**config.mk**
```make
export PLATFORM = sky130hd
export DESIGN_NAME = mem_port_arbiter
export DESIGN_NICKNAME = d
export VERILOG_FILES = /design/src/rtl/mem_port_arbiter_pkg.sv /design/src/rtl/mem_port_arbiter_rsp_tag_pipe.sv /design/src/rtl/mem_port_arbiter.sv
export SDC_FILE = /design/constraint.sdc
export NUM_CORES = 1
export LEC_CHECK = 0
export ABC_AREA = 1
export BUFFER_PORTS_ARGS = -buffer_cell sky130_fd_sc_hd__buf_2
export CORE_MARGIN = 4
export CORE_UTILIZATION = 25
export DETAILED_ROUTE_END_ITERATION = 10
export PLACE_DENSITY = 0.71
export SLEW_MARGIN = 20
export SYNTH_ARGS = -nofsm -noshare
export SYNTH_HDL_FRONTEND = slang
export SYNTH_SLANG_ARGS = --single-unit
```
**constraint.sdc**
```tcl
create_clock -name clk -period 1.7 [get_ports clk]
set_clock_uncertainty 0.1 [all_clocks]
set_input_delay 0.17 -clock clk [delete_from_list [all_inputs] [get_ports clk]]
set_output_delay 0.17 -clock clk [all_outputs]
set_load 0.01 [all_outputs]
```
**src/rtl/mem_port_arbiter_pkg.sv**
```systemverilog
// Shared definitions for mem_port_arbiter: FSM state encoding, requester IDs
// and the supported RAM read-latency range.
package mem_arb_pkg;

    typedef enum logic [1:0] {
        IDLE   = 2'd0,
        GRANT0 = 2'd1,
        GRANT1 = 2'd2
    } arb_state_e;

    localparam logic ID_PORT0 = 1'b0;
    localparam logic ID_PORT1 = 1'b1;

    localparam int RD_LAT_MIN = 1;
    localparam int RD_LAT_MAX = 4;

endpackage

```
**src/rtl/mem_port_arbiter_rsp_tag_pipe.sv**
```systemverilog
// Latency-matching shift register of {read valid, requester id}; the tail lines up
// with mem_rdata so the returning word can be steered to the port that issued it.
module rsp_tag_pipe
    import mem_arb_pkg::*;
#(
    parameter int RD_LAT = 1
) (
    input  logic clk,
    input  logic rst,
    input  logic push_v,
    input  logic push_id,
    output logic pop_v,
    output logic pop_id,
    output logic any_v
);

    if (RD_LAT < RD_LAT_MIN || RD_LAT > RD_LAT_MAX) begin : g_lat_check
        $error("rsp_tag_pipe: RD_LAT outside supported range");
    end

    logic [RD_LAT-1:0] v_q, v_d;
    logic [RD_LAT-1:0] id_q, id_d;

    always_comb begin
        v_d     = v_q << 1;
        id_d    = id_q << 1;
        v_d[0]  = push_v;
        id_d[0] = push_id;
    end

    always_ff @(posedge clk) begin
        if (rst) begin
            v_q  <= '0;
            id_q <= '0;
        end else begin
            v_q  <= v_d;
            id_q <= id_d;
        end
    end

    assign pop_v  = v_q[RD_LAT-1];
    assign pop_id = id_q[RD_LAT-1];
    assign any_v  = |v_q;

endmodule

```
**src/rtl/mem_port_arbiter.sv**
```systemverilog
// Shares one single-port coefficient RAM between the NTT engine (port 0) and the host
// (port 1): round-robin with a burst limit, or fixed port-0 priority with MEM_ARB_PRIO0_EN.
module mem_port_arbiter
    import mem_arb_pkg::*;
#(
    parameter int ADDR_W    = 8,
    parameter int DATA_W    = 32,
    parameter int RD_LAT    = 1,
    parameter int MAX_BURST = 4
) (
    input  logic              clk,
    input  logic              rst,
    input  logic              req0_valid,
    output logic              req0_ready,
    input  logic              req0_we,
    input  logic [ADDR_W-1:0] req0_addr,
    input  logic [DATA_W-1:0] req0_wdata,
    output logic              rsp0_valid,
    input  logic              req1_valid,
    output logic              req1_ready,
    input  logic              req1_we,
    input  logic [ADDR_W-1:0] req1_addr,
    input  logic [DATA_W-1:0] req1_wdata,
    output logic              rsp1_valid,
    output logic [DATA_W-1:0] rsp_rdata,
    output logic              mem_en,
    output logic              mem_we,
    output logic [ADDR_W-1:0] mem_addr,
    output logic [DATA_W-1:0] mem_wdata,
    input  logic [DATA_W-1:0] mem_rdata,
    output logic              sel,
    output logic              busy
);

    // state  | meaning
    // IDLE   | nobody owns the RAM; next edge picks a requester (one bubble cycle)
    // GRANT0 | port 0 (NTT engine) owns the RAM port
    // GRANT1 | port 1 (host) owns the RAM port

    localparam int BW = (MAX_BURST > 1) ? $clog2(MAX_BURST) : 1;
    localparam logic [BW-1:0] BURST_LIM = BW'(MAX_BURST - 1);

    arb_state_e    state_q, state_d;
    logic [BW-1:0] burst_q, burst_d;
    logic          gnt_act, gnt_id, gnt_valid, oth_valid, xfer;
    logic          leave, limit_hit, pick1;
    logic          tail_v, tail_id, rd_any;

    assign gnt_act   = (state_q != IDLE);
    assign gnt_id    = (state_q == GRANT1);
    assign gnt_valid = gnt_id ? req1_valid : req0_valid;
    assign oth_valid = gnt_id ? req0_valid : req1_valid;
    assign xfer      = gnt_act & gnt_valid;

`ifdef MEM_ARB_PRIO0_EN
    // Port 0 is never forced off; only a port-1 burst can be cut short.
    assign pick1     = !req0_valid;
    assign limit_hit = xfer & gnt_id & oth_valid & (burst_q == BURST_LIM);
`else
    logic last_q, last_d;

    assign pick1     = (req0_valid & req1_valid) ? !last_q : req1_valid;
    assign limit_hit = xfer & oth_valid & (burst_q == BURST_LIM);

    always_comb begin
        last_d = last_q;
        if (leave) last_d = gnt_id;
    end

    always_ff @(posedge clk) begin
        if (rst) last_q <= 1'b1;
        else     last_q <= last_d;
    end
`endif

    always_comb begin
        state_d = state_q;
        burst_d = burst_q;
        leave   = 1'b0;
        case (state_q)
            IDLE: begin
                if (req0_valid | req1_valid) state_d = pick1 ? GRANT1 : GRANT0;
            end
            GRANT0, GRANT1: begin
                if (!gnt_valid) begin
                    leave   = 1'b1;
                    state_d = oth_valid ? (gnt_id ? GRANT0 : GRANT1) : IDLE;
                end else if (limit_hit) begin
                    leave   = 1'b1;
                    state_d = gnt_id ? GRANT0 : GRANT1;
                end else if (burst_q != BURST_LIM) begin
                    burst_d = burst_q + BW'(1);
                end
            end
            default: state_d = IDLE;
        endcase
        if (leave) burst_d = '0;
    end

    always_ff @(posedge clk) begin
        if (rst) begin
            state_q <= IDLE;
            burst_q <= '0;
        end else begin
            state_q <= state_d;
            burst_q <= burst_d;
        end
    end

    // Command fields are forced to zero while idle so nothing leaks onto the RAM bus.
    always_comb begin
        req0_ready = (state_q == GRANT0);
        req1_ready = (state_q == GRANT1);
        sel        = gnt_id;
        mem_en     = xfer;
        mem_we     = 1'b0;
        mem_addr   = '0;
        mem_wdata  = '0;
        if (gnt_act) begin
            mem_we    = gnt_id ? req1_we    : req0_we;
            mem_addr  = gnt_id ? req1_addr  : req0_addr;
            mem_wdata = gnt_id ? req1_wdata : req0_wdata;
        end
    end

    rsp_tag_pipe #(
        .RD_LAT (RD_LAT)
    ) u_tag_pipe (
        .clk     (clk),
        .rst     (rst),
        .push_v  (xfer & !mem_we),
        .push_id (gnt_id),
        .pop_v   (tail_v),
        .pop_id  (tail_id),
        .any_v   (rd_any)
    );

    assign rsp0_valid = tail_v & (tail_id == ID_PORT0);
    assign rsp1_valid = tail_v & (tail_id == ID_PORT1);
    assign rsp_rdata  = mem_rdata;
    assign busy       = gnt_act | rd_any;

endmodule

```
# [Word level (Yosys, flattened, before mapping)]
# Index checks and enable logic that the tools add are counted.
[word_totals] reg_bits=7 latch_bits=0 mem_bits_rw=0 rom_bits=0 input_bits=118 out_inout_bits=80 elab_cells=50 mem_count=0
[classes] addsub=1 mul=0 div_mod_pow=0 magnitude_cmp=0 eq_ne=6 shift=0 muxes=19 bitwise_logic=11 n_reduce_logical=8
[op_table] op="32-bit two-way mux" count=2
[op_table] op="8-bit two-way mux" count=2
[op_table] op="2-bit two-way mux" count=6
[op_table] op="1-bit two-way mux" count=8
[op_table] op="1-bit AND" count=7
[op_table] op="2-bit == test (second input constant)" count=2
[op_table] op="2-bit != test (second input constant)" count=2
[op_table] op="2-bit one-hot mux with 2 select lines" count=1
[op_table] op="4-bit AND reduction" count=1
[op_table] op="2-bit OR reduction" count=2
[op_table] op="3-bit != test (second input constant)" count=1
[op_table] op="2-bit by 1-bit adder with 2-bit output (second input constant)" count=1
[op_table] op="2-bit by 1-bit == test with 1-bit output (second input constant)" count=1
[op_table] op="1-bit zero test" count=2
[op_table] op="2-bit zero test" count=1
[op_table] op="1-bit inverter" count=2
[op_table] op="1-bit bitwise OR" count=2
[op_table] op="2-bit AND reduction" count=1
[op_table] op="2-bit nonzero test" count=1

# [Logic depth before layout (Yosys ltp)]
# Gate-level depths: netlist of run 1.
[depth] word_depth=9 mapped_depth=10 mapped_depth_nobuf=10

# [By module]
# From an unflattened synthesis of run 1, not the netlist that was laid out.
[unflattened] cells_unflattened=247 area_unflattened_um2=1313.8
[by_module_without_submodules] mod="mem_port_arbiter" n_inst=1 cells_per_inst=240 area_each_um2=1251.2 seq_area_each_um2=100.1
[by_module_without_submodules] mod="rsp_tag_pipe" n_inst=1 cells_per_inst=7 area_each_um2=62.6 seq_area_each_um2=40.0

# [Worst setup path before layout of run 1]
# OpenSTA, ideal clock, no wires.
[synth_timing] path_type="register to output" startpoint="register state_q[0]" endpoint="output mem_addr[5]" arrival_time_ns=1.390 required_ns=1.430 slack_ns=0.040 stages_incl_launch_ff=7 path_buffers=1 cell_sequence="dfxtp_1 > inv_1 > ha_1 > inv_2 > buf_1 > nor2_1 > nor2_1"
[synth_via] elab_chain_len=3 elab_cells_between_ends=4 cone_classes="1 x eq/ne; 2 x mux; 1 x reduce/logical"
[synth_lines] item="start: declaration" line_no="mem_port_arbiter.sv:43" rtl="arb_state_e state_q, state_d;"
[synth_lines] item="start signal: assignment" line_no="mem_port_arbiter.sv:105" rtl="state_q <= state_d;"
[synth_lines] item="2-bit == test"
[synth_lines] item="net req1_ready" line_no="mem_port_arbiter.sv:20" rtl="output logic req1_ready,"
[synth_lines] item="8-bit two-way mux" line_no="mem_port_arbiter.sv:121" rtl="mem_addr = gnt_id ? req1_addr : req0_addr;"
[synth_lines] item="8-bit two-way mux" line_no="mem_port_arbiter.sv:119" rtl="if (gnt_act) begin"
[synth_lines] item="end: declaration" line_no="mem_port_arbiter.sv:28" rtl="output logic [ADDR_W-1:0] mem_addr,"
# The timed path passes the listed nets, and every way through them passes these cells.

# [Worst setup path after layout of run 1]
[layout_timing] startpoint="register state_q[0]" endpoint="output mem_wdata[16]"
[layout_via] elab_chain_len=3 elab_cells_between_ends=4 cone_classes="1 x eq/ne; 2 x mux; 1 x reduce/logical"
[layout_lines] item="2-bit == test" line_no="mem_port_arbiter.sv:50" rtl="assign gnt_id = (state_q == GRANT1);"
[layout_lines] item="32-bit two-way mux" line_no="mem_port_arbiter.sv:122" rtl="mem_wdata = gnt_id ? req1_wdata : req0_wdata;"
[layout_lines] item="32-bit two-way mux *" line_no="mem_port_arbiter.sv:119"
[layout_lines] item="end: declaration" line_no="mem_port_arbiter.sv:29" rtl="output logic [DATA_W-1:0] mem_wdata,"
# Every way passes the cells marked *; elsewhere a longest branch is shown, timed or not.

==> flow_summary.ini, run 1 <==
[pwr]
p_per_area_nw_per_um2 = 1870
ir_worst_vdd_mv = 0.666
leakagePower_nw = 1.24

[cells_and_area]
diodes = 0
fill_cells = 492
multiInputGateArea_um2 = 846
finalInstanceArea_um2 = 2100
nNetsFinal = 472
syn_to_final_growth_pct = 63.2
register_area_um2 = 148
fin_cells = 414
drive_above_1_share = 0.476

[global_route]
grt_max_degree = 26
first_global_vias = 1616
overflow = 0
antenna_found_initial = 0
grt_pass1_wl_um = 7340
grt_busiest_layer = met2
grt.total_usage = 0.140
met3_usage = 0.0350
grtUsageMet2 = 0.252
use_met1 = 0.170

[yosys]
ys_top_cells_by_area = nor2_1 27%, buf_4 19%, o21ai_0 16%, dfxtp_1 11%, nand2_1 6.7%
yosysMostFrequentCell = nor2_1
yosysTopAreaCell = nor2_1
synthDistinctLibCells = 18
synth_top_area_frac = 0.274
synth_seq_cells = 7
syn_area_um2 = 1290
ys_seq_area_frac = 0.109
synth-main-ff-cell = dfxtp_1
syn_avg_cell_area_um2 = 5.29
synth_common_cells = 94 x nor2_1, 41 x o21ai_0, 33 x buf_4
ys_async_sr_fraction = 0
yosysWarningCount = 0
syn-num-nets = 367
syn_inst = 243
synth-edff-count = 0

[setup_path]
critical_path_class = reg2out
crit_path_start_kind = register
regToRegSetupSlack_ns = 0.22
required_ns = 1.43
timing.rr.end = burst_q[0]$_SDFFE_PP0P_
r2r-start = state_q[0]$_SDFFE_PP0P_
r2r_cells = 8
cp.arrival_ns = 1.41
end_kind = output port
worstPathMaxFanout = 14

[floorplanning]
ios = 198
die_w_um = 79.7
start_util = 0.265
die_h_um = 79.7
rows = 25
core_area_um2 = 4850
dieArea_um2 = 6360

[timing]
hold_viol_final = 0
fin_crit_ns = 1.68
slew_violations = 0
timing.final.ws_setup_ns = 0.0235
worst_pin_slew_ns = 0.178
rsz0062_at_grt = yes
fmaxAchievable_mhz = 596
min_period_over_period = 0.986
setup_viol = 0
slew_headroom = 0.880

[flow_run]
drv_cap = 0

[detailed_routing]
antenna_left = 0
drt_pass1_iterations = 4
vias = 1831
drt_wl_total_um = 5140
via_per_inst = 4.42
drc_errors = 0
drt_iter0_drc = 87
routedWlPerCell_um = 12.4

[place]
port_buffers = 133
hpwlAfterDp_um = 3900
pre_cts_ws_ns = 0.0747
dp_cells = 405
gp_congestion = 0.809
dpl_cell_area_um2 = 1820

[clocking]
cts.clk_slew.worst_paths_ns = 0.04
clock-root-buffer = clkbuf_8
htreeDepth = 1
clock_sinks = 7
cts_setup_buffers = 0
cts_tree = done
clkLatencyLatePin_ns = 0.22
cts_buffers = 3
cts_buffer_depth = 2
cts_hold_buf = 0

[status]
status = complete, no violations

[min_path]
min_from = rst
hold_depth = 2
hold_path_class = in2reg
hold_end = u_tag_pipe.pop_id$_SDFF_PP0_
layout by cell type, fill, tap and decap left out, types with 2 or more instances in the layout:
| cell | instances |
|---|---|
| clkbuf_8 | 3 |
| nand2_1 | 23 |
| clkbuf_16 | 3 |
| dfxtp_1 | 5 |
| buf_12 | 5 |
| nor2_1 | 88 |
| inv_1 | 10 |
| o21ai_1 | 14 |
| nor2_2 | 6 |
| buf_2 | 133 |
| ha_4 | 2 |
| a21oi_1 | 4 |
| nand3_1 | 3 |
| nor2_4 | 2 |
| dfxtp_4 | 2 |
| inv_8 | 2 |
| o21ai_0 | 27 |
| ha_1 | 4 |
critical path, cell delays in order, from the launching register on:
cell     delay [ns]
dfxtp_4        0.37
inv_6          0.05
ha_4           0.20
inv_8          0.11
buf_12         0.15
nor2_1         0.05
nor2_1         0.11
buf_2          0.15
per-stage QoR:
stage	hold WS [ns]	total power [W]	TNS, ns	utilization
after floorplan	0.142	0.00194	0	-
after global placement	0.240	0.00290	0	0.375
after detailed placement	0.240	0.00293	0	0.375
after CTS	0.0365	0.00345	-0.0192	0.402
after global routing	0.0370	0.00432	-0.553	0.433
final	0.0382	0.00392	0	0.433
worst max-delay path by stage:
stage	startpoint	end	slack [ns]	depth (start not counted)
6_report	state_q[0]$_SDFFE_PP0P_	mem_wdata[16]	0.02	7
5_1_grt	state_q[1]$_SDFFE_PP0P_	mem_we	-0.05	7
4_1_cts	state_q[1]$_SDFFE_PP0P_	mem_addr[5]	-0.01	7
3_5_place_dp	state_q[0]$_SDFFE_PP0P_	mem_addr[5]	0.07	7
3_3_place_gp	state_q[0]$_SDFFE_PP0P_	mem_wdata[16]	0.11	7
2_1_floorplan	state_q[0]$_SDFFE_PP0P_	mem_addr[5]	0.04	6
flip-flops by register name (all words and copies together), names as in the netlist:
register	flops
burst_q	2
last_q	1
state_q	2
u_tag_pipe.any_v	1
u_tag_pipe.pop_id	1
routing by layer:
metal	share of wire	wire length [um]
met1	0.41	2090
met2	0.51	2630
met3	0.078	402
met4	0.0027	14
met5	0	0
kinds of logic (layout without fill, tap and decap cells):
| family | Yosys count | count (layout) | synth area share |
|---|---|---|---|
| simple gates | 125 | 125 | 0.383 |
| compound gates | 46 | 46 | 0.181 |
| fa+ha+maj | 6 | 6 | 0.0584 |
| buf+inv | 59 | 163 | 0.268 |
| flops | 7 | 7 | 0.109 |
report_power, final:
group | internal [W] | switching [W] | leakage [nW]
Clock | 0.000161 | 0.0000608 | 0.0228
Sequential | 0.000237 | 0.0000595 | 0.0587
Combinational | 0.00158 | 0.00183 | 1.16
Total | 0.00198 | 0.00195 | 1.24
final cells by class:
cell class,instances,share of cell area
well taps,67,0.0399
inverters,14,0.0358
multi-input cells,177,0.403
flip-flops and latches,7,0.0703
repair buffers,145,0.430
clock buffers,4,0.0215
what timing repair did:
action,CTS,global route
gates cloned,2,3
pin swaps,0,5
gates resized for setup,18,37
setup endpoints to repair,42,42
hold endpoints to repair,0,0
(Power assumes the default switching activity.)
==> run 2: changes to the inputs <==
--- a/config.mk
+++ b/config.mk
@@ -14,4 +14,5 @@
 export SLEW_MARGIN = 20
 export SYNTH_ARGS = -nofsm -noshare
 export SYNTH_HDL_FRONTEND = slang
+export SYNTH_HIERARCHICAL = 1
 export SYNTH_SLANG_ARGS = --single-unit
==> run 2 against run 1 <==
Worst hold slack got worse by 0.0020 ns. Synthesized cell count up 1.6%. Cell area grew 9.4%. Sequential power is 3% lower. Via count rose by 4.4%. Area after synthesis increased by 2.1%. Non-clock buffer count up 8. Final cell count rose by 3.4%. The flow now finishes with violations (setup timing). Critical path type unchanged.
==> flow_summary.ini, run 2 <==
[timing]
rsz0062_at_grt = yes
fmaxAchievable_mhz = 580
slew_violations = 0
worst_pin_slew_ns = 0.213
slew_headroom = 0.857
setup_viol = 10
tns_ns = -0.0868
timing.final.ws_setup_ns = -0.0242
fin_crit_ns = 1.72
hold_viol_final = 0
min_period_over_period = 1.01

[min_path]
hold_path_class = in2reg
hold_end = u_tag_pipe/any_v$_SDFF_PP0_
min_from = rst
hold_depth = 2

[pwr]
p_per_area_nw_per_um2 = 1870
ir_worst_vdd_mv = 0.698
leakagePower_nw = 1.30

[cells_and_area]
finalInstanceArea_um2 = 2300
fill_cells = 527
finalCoreUtilization = 0.450
final_common_cell = buf_2
drive_above_1_share = 0.553
top_regs = burst_q (2), state_q (2)
multiInputGateArea_um2 = 926
syn_to_final_growth_pct = 74.9
register_area_um2 = 145
nNetsFinal = 483
final_cell_mix = 131 x buf_2, 68 x nor2_1, 37 x o21ai_0
diodes = 0

[detailed_routing]
routedWlPerCell_um = 12.9
wl_met2_um = 2700
route.met3.wl_um = 553
via_per_inst = 4.47
drt_wl_total_um = 5530
drt_pass1_iterations = 5
m1WireLength_um = 2200
drt_iter0_drc = 44
antenna_left = 0
routed.top_layer = met4
vias = 1912
drc_errors = 0

[yosys]
synth_seq_cells = 7
yosysTopAreaCell = nor2_1
synth-main-ff-cell = dfxtp_1
ys_async_sr_fraction = 0
synth-edff-count = 0
synthDistinctLibCells = 18
ys_seq_area_frac = 0.107
syn_area_um2 = 1310
syn_inst = 247
syn-num-nets = 371
synth_common_cells = 95 x nor2_1, 41 x o21ai_0, 34 x buf_4
yosysMostFrequentCell = nor2_1
ys_top_cells_by_area = nor2_1 27%, buf_4 19%, o21ai_0 16%, dfxtp_1 11%, nand2_1 6.3%
syn_avg_cell_area_um2 = 5.32
yosysWarningCount = 6
synth_top_area_frac = 0.271

[place]
dpl_cell_area_um2 = 1860
gp_congestion = 0.842
port_buffers = 133
pre_cts_ws_ns = -0.0179
hpwlAfterDp_um = 3800

[floorplanning]
die_h_um = 80.5
start_util = 0.257
core_area_um2 = 5110
ios = 198
dieArea_um2 = 6480
rows = 26
die_w_um = 80.5

[setup_path]
cpMaxStageDelayCell = dfxtp_2
max_stage_delay_ns = 0.32
worstPathMaxFanout = 8
crit_top_cell = nor2_1
cp.arrival_ns = 1.45
timing.rr.end = u_tag_pipe/any_v$_SDFF_PP0_
r2r-start = state_q[0]$_SDFFE_PP0P_
r2r_cells = 10
regToRegSetupSlack_ns = 0.15
required_ns = 1.43
cp_num_buf_inv = 4
critPathTopFamily = buffers and inverters
worstPathCellList = inv_4 -> ha_4 -> clkinv_8 -> clkbuf_16 -> nor2_1 -> nor2_1 -> buf_2
crit_path_start_kind = register
end_kind = output port
startpoint = state_q[0]$_SDFFE_PP0P_
critical_path_class = reg2out

[clocking]
htreeDepth = 1
clock_sinks = 7
clock-root-buffer = clkbuf_8
cts.clk_slew.worst_paths_ns = 0.04
cts_buffer_depth = 2
cts_tree = done
cts_buffers = 3
clkLatencyLatePin_ns = 0.23
cts_hold_buf = 0

[global_route]
overflow = 0
grt.total_usage = 0.142
first_global_vias = 1661
grt_max_degree = 42
grt_pass1_wl_um = 7410
antenna_found_initial = 0

[status]
status = complete, but fails checks
violations = setup timing

[flow_run]
drv_cap = 0
run 2: cell types whose count changed after synthesis, sizes merged:
| cell | delta |
|---|---|
| nor2 | +2 |
| clkbuf | -1 |
| nand2 | -1 |
| buf | +2 |
| or2 | +1 |
| nor3 | -1 |
| inv | +2 |
run 2: worst register-to-register path: stages (launching register included):
cell and delay [ns]:
dfxtp_2 0.32, inv_4 0.08, ha_4 0.24, clkinv_8 0.12
buf_6 0.15, nor2_1 0.09, nor2_1 0.06, buf_4 0.13
nor2_1 0.09, inv_1 0.05, nor2_1 0.07
run 2: worst max path at each step:
stage,end,cells after the start
CTS,mem_we,6
global placement,mem_we,6
global route,mem_addr[6],7
floorplan,mem_addr[0],6
detailed placement,mem_we,6
finish,mem_wdata[23],7
run 2: timing repair:
| item | in CTS | in global routing |
|---|---|---|
| pin swaps | 1 | 6 |
| gates resized for setup | 19 | 48 |
| cloned | 2 | 5 |
| endpoints found under the setup margin | 45 | 44 |
| setup buffers | 1 | 3 |
run 2: logic make-up (layout without fill, tap and decap cells):
logic type / Yosys count / in the layout / synth area share
adder cells (fa/ha/maj): 6 / 6 / 0.0571
AND/OR/NAND/NOR: 126 / 126 / 0.385
AO/OA/AOI/OAI: 46 / 46 / 0.177
flip-flops: 7 / 7 / 0.107
buffers and inverters: 62 / 173 / 0.274
run 2: final cells by class:
cell class	instances	area share
tap	70	0.0381
inverter	16	0.0370
multi-input combinational	178	0.403
timing repair buffer	153	0.439
clock buffer	4	0.0196
sequential	7	0.0632
run 2: report_power, final:
part / leakage, nW / total (W) / internal, W / switching (W)
Combinational: 1.21 / 0.00378 / 0.00181 / 0.00197
Sequential: 0.0583 / 0.000288 / 0.000232 / 0.0000559
Clock: 0.0228 / 0.000236 / 0.000162 / 0.0000739
run 2: metal layers:
metal / up-vias / global-route usage
met5: - / 0
met4: 0 / 0.0389
met3: 12 / 0.0370
met2: 110 / 0.273
met1: 832 / 0.151
li1: 958 / -
run 2: per-stage QoR:
| step | instances | hold slack [ns] | power, W |
|---|---|---|---|
| 6_report | 428 | 0.0362 | 0.00430 |
| 5_1_grt | 428 | 0.0369 | 0.00470 |
| 4_1_cts | 420 | 0.0350 | 0.00370 |
| 3_5_place_dp | 413 | 0.240 | 0.00301 |
| 3_3_place_gp | 413 | 0.240 | 0.00297 |
| 2_1_floorplan | 247 | 0.141 | 0.00197 |
==> run 3: changes to the inputs <==
==> constraint.sdc (replaced) <==
create_clock -name clk -period 1.7 [get_ports clk]
set_clock_uncertainty 0.1 [all_clocks]
set_input_delay 0.17 -clock clk [delete_from_list [all_inputs] [get_ports clk]]
set_output_delay 0.17 -clock clk [all_outputs]
set_load 0.005 [all_outputs]
==> run 3 against run 2 <==
The flow now finishes without violations. Clock power rose by 2%. Clock-buffer cell count did not move. Combinational power fell by 4%. Maximum frequency rose by 1.7%. Sequential cell count stayed put. Power shrank 3.0%. Sequential power hardly changed. Register-to-register slack got worse by 0.03 ns. Final cell count rose by 0.23%. Sequential share of layout area rose by 0.070 points.
==> flow_summary.ini, run 3 (same netlist as run 2, synthesis figures left out) <==
[floorplanning]
rows = 26
ios = 198
die_w_um = 80.5
dieArea_um2 = 6480
start_util = 0.257
core_area_um2 = 5110
die_h_um = 80.5

[setup_path]
worstPathCellList = inv_4 -> ha_4 -> clkinv_8 -> clkbuf_16 -> buf_12 -> o21ai_2 -> nor2_1 -> buf_2
startpoint = state_q[1]$_SDFFE_PP0P_
required_ns = 1.43
crit_path_start_kind = register
critical_path_class = reg2out
end_kind = output port
max_stage_delay_ns = 0.36
r2r-start = state_q[0]$_SDFFE_PP0P_
cp.arrival_ns = 1.43
timing.rr.end = state_q[0]$_SDFFE_PP0P_
regToRegSetupSlack_ns = 0.12
r2r_cells = 10
cpMaxStageDelayCell = dfxtp_4
critPathCapture = mem_addr[0]
worstPathMaxFanout = 6

[detailed_routing]
drt_iter0_drc = 64
via_per_inst = 4.38
drt_wl_total_um = 5250
drc_errors = 0
vias = 1880
drt_pass1_iterations = 4
antenna_left = 0
routedWlPerCell_um = 12.2

[pwr]
ir_worst_vdd_mv = 0.533
leakagePower_nw = 1.30
p_per_area_nw_per_um2 = 1840

[global_route]
grt_max_degree = 40
grt.total_usage = 0.132
grtUsageMet2 = 0.252
grt_busiest_layer = met2
overflow = 0
use_met1 = 0.143
first_global_vias = 1549
grt_pass1_wl_um = 6970
antenna_found_initial = 0
met3_usage = 0.0336

[timing]
tns_ns = 0
slew_headroom = 0.893
setup_viol = 0
fmaxAchievable_mhz = 590
fin_crit_ns = 1.70
timing.final.ws_setup_ns = 0.00428
rsz0062_at_grt = yes
worst_pin_slew_ns = 0.159
hold_viol_final = 0
min_period_over_period = 0.997
slew_violations = 0

[cells_and_area]
nNetsFinal = 484
top_regs = burst_q (2), state_q (2)
final_cell_mix = 131 x buf_2, 90 x nor2_1, 21 x nand2_1
fill_cells = 526
drive_above_1_share = 0.538
diodes = 0
syn_to_final_growth_pct = 73.0
final_common_cell = buf_2
finalCoreUtilization = 0.445

[clocking]
clock_sinks = 7
cts_tree = done
cts.clk_slew.worst_paths_ns = 0.04
cts_buffers = 3
cts_buffer_depth = 2
htreeDepth = 1
clock-root-buffer = clkbuf_8
clkLatencyLatePin_ns = 0.23

[status]
status = complete, no violations

[min_path]
hold_path_class = in2reg

[place]
pre_cts_ws_ns = 0.0505
port_buffers = 133
hpwlAfterDp_um = 3700
gp_congestion = 0.777

[flow_run]
drv_cap = 0
-- run 3: cell types whose count changed in the layout (fill, tap and decap cells not counted), moves of 7 or more --
cell,delta
nor2_1,+22
nor2_2,-20
o21ai_0,-23
o21ai_1,+7
o21ai_2,+16
-- run 3: critical path, delay by kind of cell (launching register included) --
family                     cells  cell delay (ns)
buffers and inverters          5             0.56
DFF                            1             0.36
AOI/OAI and AO/OA              1             0.04
adders and majority gates      1             0.17
and+or+nand+nor                1             0.05
-- run 3: layer usage --
metal,wire [um],vias up
met3,623,8
li1,-,965
met4,42,0
met1,1930,787
met2,2660,120
met5,0,-
-- run 3: worst min path at each step --
| stage | start | end | slack, ns | cells after the start |
|---|---|---|---|---|
| 6_report | rst | u_tag_pipe/any_v$_SDFF_PP0_ | 0.04 | 2 |
| 3_3_place_gp | mem_rdata[0] | rsp_rdata[0] | 0.24 | 0 |
| 3_5_place_dp | mem_rdata[0] | rsp_rdata[0] | 0.24 | 0 |
| 2_1_floorplan | rst | u_tag_pipe/any_v$_SDFF_PP0_ | 0.14 | 1 |
| 4_1_cts | rst | u_tag_pipe/any_v$_SDFF_PP0_ | 0.04 | 2 |
| 5_1_grt | rst | u_tag_pipe/pop_id$_SDFF_PP0_ | 0.05 | 2 |
-- run 3: cell type report --
type	count	area (um2)	area share
Multi-Input combinational cell	178	926	0.407
Inverter	16	85.1	0.0374
Tap cell	70	87.6	0.0385
Sequential cell	7	145	0.0639
Clock buffer	4	45.0	0.0198
Timing Repair Buffer	154	983	0.433
-- run 3: through the flow --
stage	area (um2)	instances	hold slack [ns]	total power [W]
floorplan	1310	247	0.141	0.00172
global placement	1850	412	0.240	0.00272
detailed placement	1850	412	0.240	0.00275
CTS	2000	419	0.0385	0.00336
global route	2270	429	0.0486	0.00456
finish	2270	429	0.0396	0.00417
-- run 3: repair_timing --
item,CTS,global route
setup buffers,2,7
setup endpoints to repair,43,44
resized for setup,19,63
hold buffers,0,0
gates cloned,1,4
pin swaps,1,11
-- run 3: power by group --
part	switching [W]	leakage, nW	internal [W]
Clock	0.0000785	0.0228	0.000163
Combinational	0.00179	1.22	0.00186
Sequential	0.0000551	0.0583	0.000232
Total	0.00192	1.30	0.00225
